`src/rtl/fact_pkg.sv`:
```
// Shared definitions for the memory-mapped factorial accelerator.
// Address constants for the four registers, the core FSM state
// encoding and the bit positions in the status register.
package fact_pkg;

  localparam logic [1:0] ADDR_N    = 2'd0;
  localparam logic [1:0] ADDR_GO   = 2'd1;
  localparam logic [1:0] ADDR_STAT = 2'd2;
  localparam logic [1:0] ADDR_RES  = 2'd3;

  typedef enum logic [1:0] {
    IDLE = 2'd0,
    MULT = 2'd1,
    DONE = 2'd2
  } stateT;

  localparam int DONE_BIT = 0;
  localparam int BUSY_BIT = 1;
  localparam int ERR_BIT  = 2;

endpackage

```
`src/rtl/fact_core.sv`:
```
// Iterative factorial engine: one multiply per clock, counting n down.
// Ports:
//   clk, rst  clock and synchronous active-high reset
//   start     request a new run; taken only when not computing
//   n         operand, captured on the edge a start is taken
//   result    final (or overflow-truncated) product, valid with done
//   done      one-cycle pulse on the cycle after the run finishes
//   err       qualifies done: the run stopped on overflow
//   busy      high while in MULT
module fact_core
  import fact_pkg::*;
#(
  parameter int N_W   = 4,
  parameter int RES_W = 32
) (
  input  logic             clk,
  input  logic             rst,
  input  logic             start,
  input  logic [N_W-1:0]   n,
  output logic [RES_W-1:0] result,
  output logic             done,
  output logic             err,
  output logic             busy
);

  stateT              state, stateNext;
  logic [RES_W-1:0]   product, productNext;
  logic [N_W-1:0]     cnt, cntNext;
  logic [RES_W-1:0]   resultNext;
  logic               doneNext, errNext;
  logic [2*RES_W-1:0] full;

  // Full-width product so overflow past RES_W can be detected exactly.
  assign full = {{RES_W{1'b0}}, product} * {{(2*RES_W-N_W){1'b0}}, cnt};
  assign busy = (state == MULT);

  always_ff @(posedge clk) begin
    if (rst) begin
      state   <= IDLE;
      product <= '0;
      cnt     <= '0;
      result  <= '0;
      done    <= 1'b0;
      err     <= 1'b0;
    end else begin
      state   <= stateNext;
      product <= productNext;
      cnt     <= cntNext;
      result  <= resultNext;
      done    <= doneNext;
      err     <= errNext;
    end
  end

  always_comb begin
    stateNext   = state;
    productNext = product;
    cntNext     = cnt;
    resultNext  = result;
    doneNext    = 1'b0;
    errNext     = err;
    case (state)
      IDLE, DONE: begin
        if (start) begin
          productNext = RES_W'(1);
          cntNext     = n;
          errNext     = 1'b0;
          stateNext   = MULT;
        end
      end
      MULT: begin
        if (cnt > N_W'(1)) begin
          if (full[2*RES_W-1:RES_W] != '0) begin
            errNext    = 1'b1;
            resultNext = full[RES_W-1:0];
            doneNext   = 1'b1;
            stateNext  = DONE;
          end else begin
            productNext = full[RES_W-1:0];
            cntNext     = cnt - N_W'(1);
          end
        end else begin
          // n of 0 or 1 lands here immediately with product still 1.
          resultNext = product;
          doneNext   = 1'b1;
          stateNext  = DONE;
        end
      end
      default: stateNext = IDLE;
    endcase
  end

endmodule

```
`src/rtl/fact_accel_mmio.sv`:
```
// Memory-mapped factorial accelerator on the word-addressed peripheral bus.
// Registers: 0 N (rw), 1 Go (rw, bit 0), 2 status {Err,Busy,Done} (ro),
// 3 Result (ro). A Go write with bit 0 set starts a run unless one is
// already in progress.
// Ports:
//   clk, rst  clock and synchronous active-high reset
//   A, WE, WD register address, write enable, write data
//   RD        combinational read data for address A
//   busy      high while the core is computing
//   irq       level copy of the status Done bit
module fact_accel_mmio
  import fact_pkg::*;
#(
  parameter int N_W    = 4,
  parameter int RES_W  = 32,
  parameter int DATA_W = 32
) (
  input  logic              clk,
  input  logic              rst,
  input  logic [1:0]        A,
  input  logic              WE,
  input  logic [DATA_W-1:0] WD,
  output logic [DATA_W-1:0] RD,
  output logic              busy,
  output logic              irq
);

  logic [N_W-1:0]   nReg;
  logic             goReg, doneReg, errReg;
  logic [RES_W-1:0] resReg;
  logic             start, accept;
  logic [RES_W-1:0] coreResult;
  logic             coreDone, coreErr, coreBusy;
  logic             unusedWdBits;

  assign unusedWdBits = ^WD;

  assign start  = WE && (A == ADDR_GO) && WD[0];
  assign accept = start && !coreBusy;

  fact_core #(.N_W(N_W), .RES_W(RES_W)) uCore (
    .clk    (clk),
    .rst    (rst),
    .start  (start),
    .n      (nReg),
    .result (coreResult),
    .done   (coreDone),
    .err    (coreErr),
    .busy   (coreBusy)
  );

  // Result/Done/Err land here one edge after the core finishes, so a run
  // of n>=1 shows Done n+1 edges after the accepting Go.
  always_ff @(posedge clk) begin
    if (rst) begin
      nReg    <= '0;
      goReg   <= 1'b0;
      doneReg <= 1'b0;
      errReg  <= 1'b0;
      resReg  <= '0;
    end else begin
      if (WE && (A == ADDR_N))  nReg  <= WD[N_W-1:0];
      if (WE && (A == ADDR_GO)) goReg <= WD[0];
      if (coreDone) begin
        resReg  <= coreResult;
        doneReg <= 1'b1;
        errReg  <= coreErr;
      end
      // A freshly accepted Go clears the sticky flags, even on the same edge.
      if (accept) begin
        doneReg <= 1'b0;
        errReg  <= 1'b0;
      end
    end
  end

  always_comb begin
    RD = '0;
    case (A)
      ADDR_N:  RD[N_W-1:0] = nReg;
      ADDR_GO: RD[0] = goReg;
      ADDR_STAT: begin
        RD[DONE_BIT] = doneReg;
        RD[BUSY_BIT] = coreBusy;
        RD[ERR_BIT]  = errReg;
      end
      default: RD[RES_W-1:0] = resReg;
    endcase
  end

  assign busy = coreBusy;
  assign irq  = doneReg;

endmodule

```
`config.mk`:
```
export PLATFORM = sky130hd
export DESIGN_NAME = fact_accel_mmio
export DESIGN_NICKNAME = d
export VERILOG_FILES = /design/src/rtl/fact_pkg.sv /design/src/rtl/fact_core.sv /design/src/rtl/fact_accel_mmio.sv
export SDC_FILE = /design/constraint.sdc
export NUM_CORES = 1
export LEC_CHECK = 0
export CAP_MARGIN = 20
export CORE_MARGIN = 2
export CORE_UTILIZATION = 60
export DETAILED_ROUTE_END_ITERATION = 10
export HOLD_SLACK_MARGIN = 0.02
export PLACE_DENSITY = 0.82
export SLEW_MARGIN = 10
export SYNTH_ARGS = -nofsm -noshare
export SYNTH_HDL_FRONTEND = slang
export SYNTH_SLANG_ARGS = --single-unit
export TNS_END_PERCENT = 20
```
`constraint.sdc`:
```
create_clock -name clk -period 12.1 [get_ports clk]
set_input_delay 2.42 -clock clk [delete_from_list [all_inputs] [get_ports clk]]
set_output_delay 2.42 -clock clk [all_outputs]
set_load 0.05 [all_outputs]
```
==> impl_metrics.toml <==
[status]
status = "complete, no violations"

[finish]
fin_nets = 1298
diodes = 0
area.growth.synth_to_final_pct = 8.78
drive_above_1_share_pct = 4.30

[global_routing]
overflow = 0
grt_usage_pct = 27.6
use_met3_pct = 2.39
use_met2_pct = 46.2
grtUsageMet1_pct = 38.3
grt_max_degree = 113
grt_pass1_vias = 7678
top_usage_layer = "met2"
grt_pass1_wl_um = 36800
antenna_found_initial = 0

[power]
total_leakage_power_nw = 4.15
finalPower_mw = 0.733
ir_worst_vdd_uv = 66.9
powerDensity_mw_per_mm2 = 73.8

[hold_path]
hp-class = "flip-flop to flip-flop"
min_to = "uCore.result[20]"
hp-start = "uCore.result[20]"
hold_depth = 2

[detailed_routing]
drc = 0
final_antenna_net_count = 0
post_drt_wl_per_cell_um = 15.7
dr.first_iter.drc_count = 623
vias = 7967
via_per_inst = 5.89
firstDrtPassIters = 5
totalWireLength_um = 21300

[synthesis]
synth_top_area_share_pct = 24.3
syn_area_mm2 = 0.00913
syn_inst = 1168
yosysWarnings = 0
synth_nets = 1307
yosys.area.top_type = "dfxtp_1"
synth_async_sr_flop_share_pct = 0
synth_top_flop_cell = "dfxtp_1"
synth-seq-cells = 111
synth_area_leaders = "dfxtp_1 24%, fa_1 13%, and2_1 6.5%"
syn_avg_cell_area_um2 = 7.82
synth.distinct_cells = 65
ys_seq_area_share_pct = 24.3
synth_enable_flop_cells = 0

[cts]
cts_setup_buffers = 0
clk_latency_ps = 350
cts_hold_buf = 0
clockBufferDepth = 2
cts_num_sinks = 111
ctsResizeCount = 0
cts_buffers = 9
path_clk_slew_ps = 70
htreeDepth = 3
cts_tree = "yes"
cts_root_buf = "clkbuf_16"

[critical_path]
slowest_stage = "clkdlybuf4s50_1"
required_ps = 9680
crit_path_frequent_cell = "clkdlybuf4s50_1"
reg2reg_slack_ps = 6320
path_cells = "clkdlybuf4s50_1, mux4_2, clkdlybuf4s50_1"
r2r_cells = 17
cp.arrival_ps = 4830
path_class = "primary input to primary output"
worstSetupStartpointType = "primary input"
rr_endpoint = "uCore.result[29]"
path_max_fanout = 35
cpPeakStageDelay_ps = 1080
end_kind = "primary output"
r2r-start = "uCore.cnt[3]"

[die]
rows = 45
pin_count = 71
die_h_um = 127
core-area_mm2 = 0.0150
die_w_um = 127
die_area_mm2 = 0.0162
initial_core_util_pct = 60.7

[timing]
finalSetupViolCount = 0
tightest_slew_ps = 1030
max-slew-margin-rel_pct = 31.0
final_hold_viol_count = 0
worst_slack_ps = 4850
tns_ps = 0
fin_worst_skew_ps = 14.8
max_freq_ghz = 0.138
slew_viol_final = 0
period_share_pct = 59.9
post-route-min-period_ps = 7250
whs_ps = 478
rsz0062_at_grt = "false"

[place]
post-place-ws_ps = 4840
io_buffers = 42
globalplace.congestion = 0.978
post-dp-hpwl_um = 15000

[run]
maxCapViolCount = 0
[worst max-delay path by stage]
stage | slack, ps | endpoint | startpoint
after floorplan | 6300 | RD[22] | A[0]
after global placement | 4870 | RD[0] | A[0]
after detailed placement | 4840 | RD[0] | A[0]
after CTS | 4850 | RD[0] | A[0]
after global routing | 4720 | RD[0] | A[0]
final | 4850 | RD[0] | A[0]
[worst max-delay path: cells and delay by family]
| family | cells | cell delay, ps |
|---|---|---|
| buffers and inverters | 2 | 1800 |
| multiplexers | 1 | 610 |
[flip-flops by register name, summed over array words and instances (netlist names)]
name and count:
goReg 1, uCore.result 32, irq 1, uCore.state 2, uCore.cnt 4, uCore.done 1
errReg 1, resReg 32, uCore.product 32, nReg 4, uCore.err 1
[cells in the final DEF (no fill, tap or decap), drive strengths merged, types with 4 or more instances in the layout]
| master | netlist | routed |
|---|---|---|
| a211oi | 11 | 11 |
| a21boi | 4 | 4 |
| a21o | 12 | 12 |
| a21oi | 109 | 109 |
| a31oi | 7 | 7 |
| and2 | 95 | 95 |
| and3 | 31 | 31 |
| and4 | 5 | 5 |
| buf | 14 | 13 |
| clkbuf | 60 | 10 |
| clkdlybuf4s50 | 0 | 41 |
| dfxtp | 111 | 111 |
| fa | 60 | 60 |
| ha | 42 | 42 |
| inv | 127 | 131 |
| mux2 | 5 | 5 |
| mux2i | 40 | 40 |
| nand2 | 129 | 129 |
| nand2b | 4 | 4 |
| nand3 | 28 | 28 |
| nand3b | 7 | 7 |
| nand4 | 6 | 6 |
| nor2 | 71 | 71 |
| nor3 | 10 | 10 |
| o21a | 6 | 6 |
| o21ai | 71 | 71 |
| o311ai | 5 | 5 |
| or2 | 5 | 5 |
| or3 | 28 | 28 |
| xnor2 | 14 | 14 |
| xor2 | 15 | 15 |
[Yosys cell counts, drive strengths merged, types with 10 or more instances]
cell type	number
clkbuf	60
mux2i	40
xnor2	14
or3	28
a211oi	11
nand2	129
nor2	71
inv	127
xor2	15
fa	60
buf	14
a21oi	109
a21o	12
nor3	10
dfxtp	111
nand3	28
o21ai	71
and3	31
and2	95
ha	42
[cells by family (layout without fill, tap and decap cells)]
logic type | count (synthesis) | count (layout) | share of synthesized area, %
mux | 46 | 46 | 5.25
compound gates | 254 | 254 | 16.8
flops | 111 | 111 | 24.3
fa+ha+maj | 102 | 102 | 18.9
simple gates | 425 | 425 | 23.5
xor+xnor | 29 | 29 | 2.78
buf+inv | 201 | 197 | 8.41
[where the power goes]
| part | internal [mW] | total (mW) | switching, mW |
|---|---|---|---|
| sequential | 0.367 | 0.368 | 0.00182 |
| combinational | 0.00961 | 0.0352 | 0.0256 |
| clock | 0.186 | 0.329 | 0.144 |
[stage by stage]
step | util [%] | std cells | cell area [um2]
after floorplan | - | 1168 | 9130
after global placement | 63.7 | 1335 | 9580
after detailed placement | 63.7 | 1335 | 9580
after CTS | 65.9 | 1351 | 9900
after global routing | 66.1 | 1352 | 9930
final | 66.1 | 1352 | 9930
[layout make-up]
type,instances,area (um2)
clock buffer,10,229
clock inverter,6,97.6
fill,1271,5100
inverter,127,477
multi-input combinational,856,6140
sequential,111,2220
tap,188,235
timing repair buffer,54,528
[per-layer routing]
layer  vias up  routed length (um)
met5         -                   0
met3        39                1060
met4         0                 407
met2       242               10100
li1       3875                   -
met1      3811                9720
No activity file was read; power rests on OpenSTA's default activity.
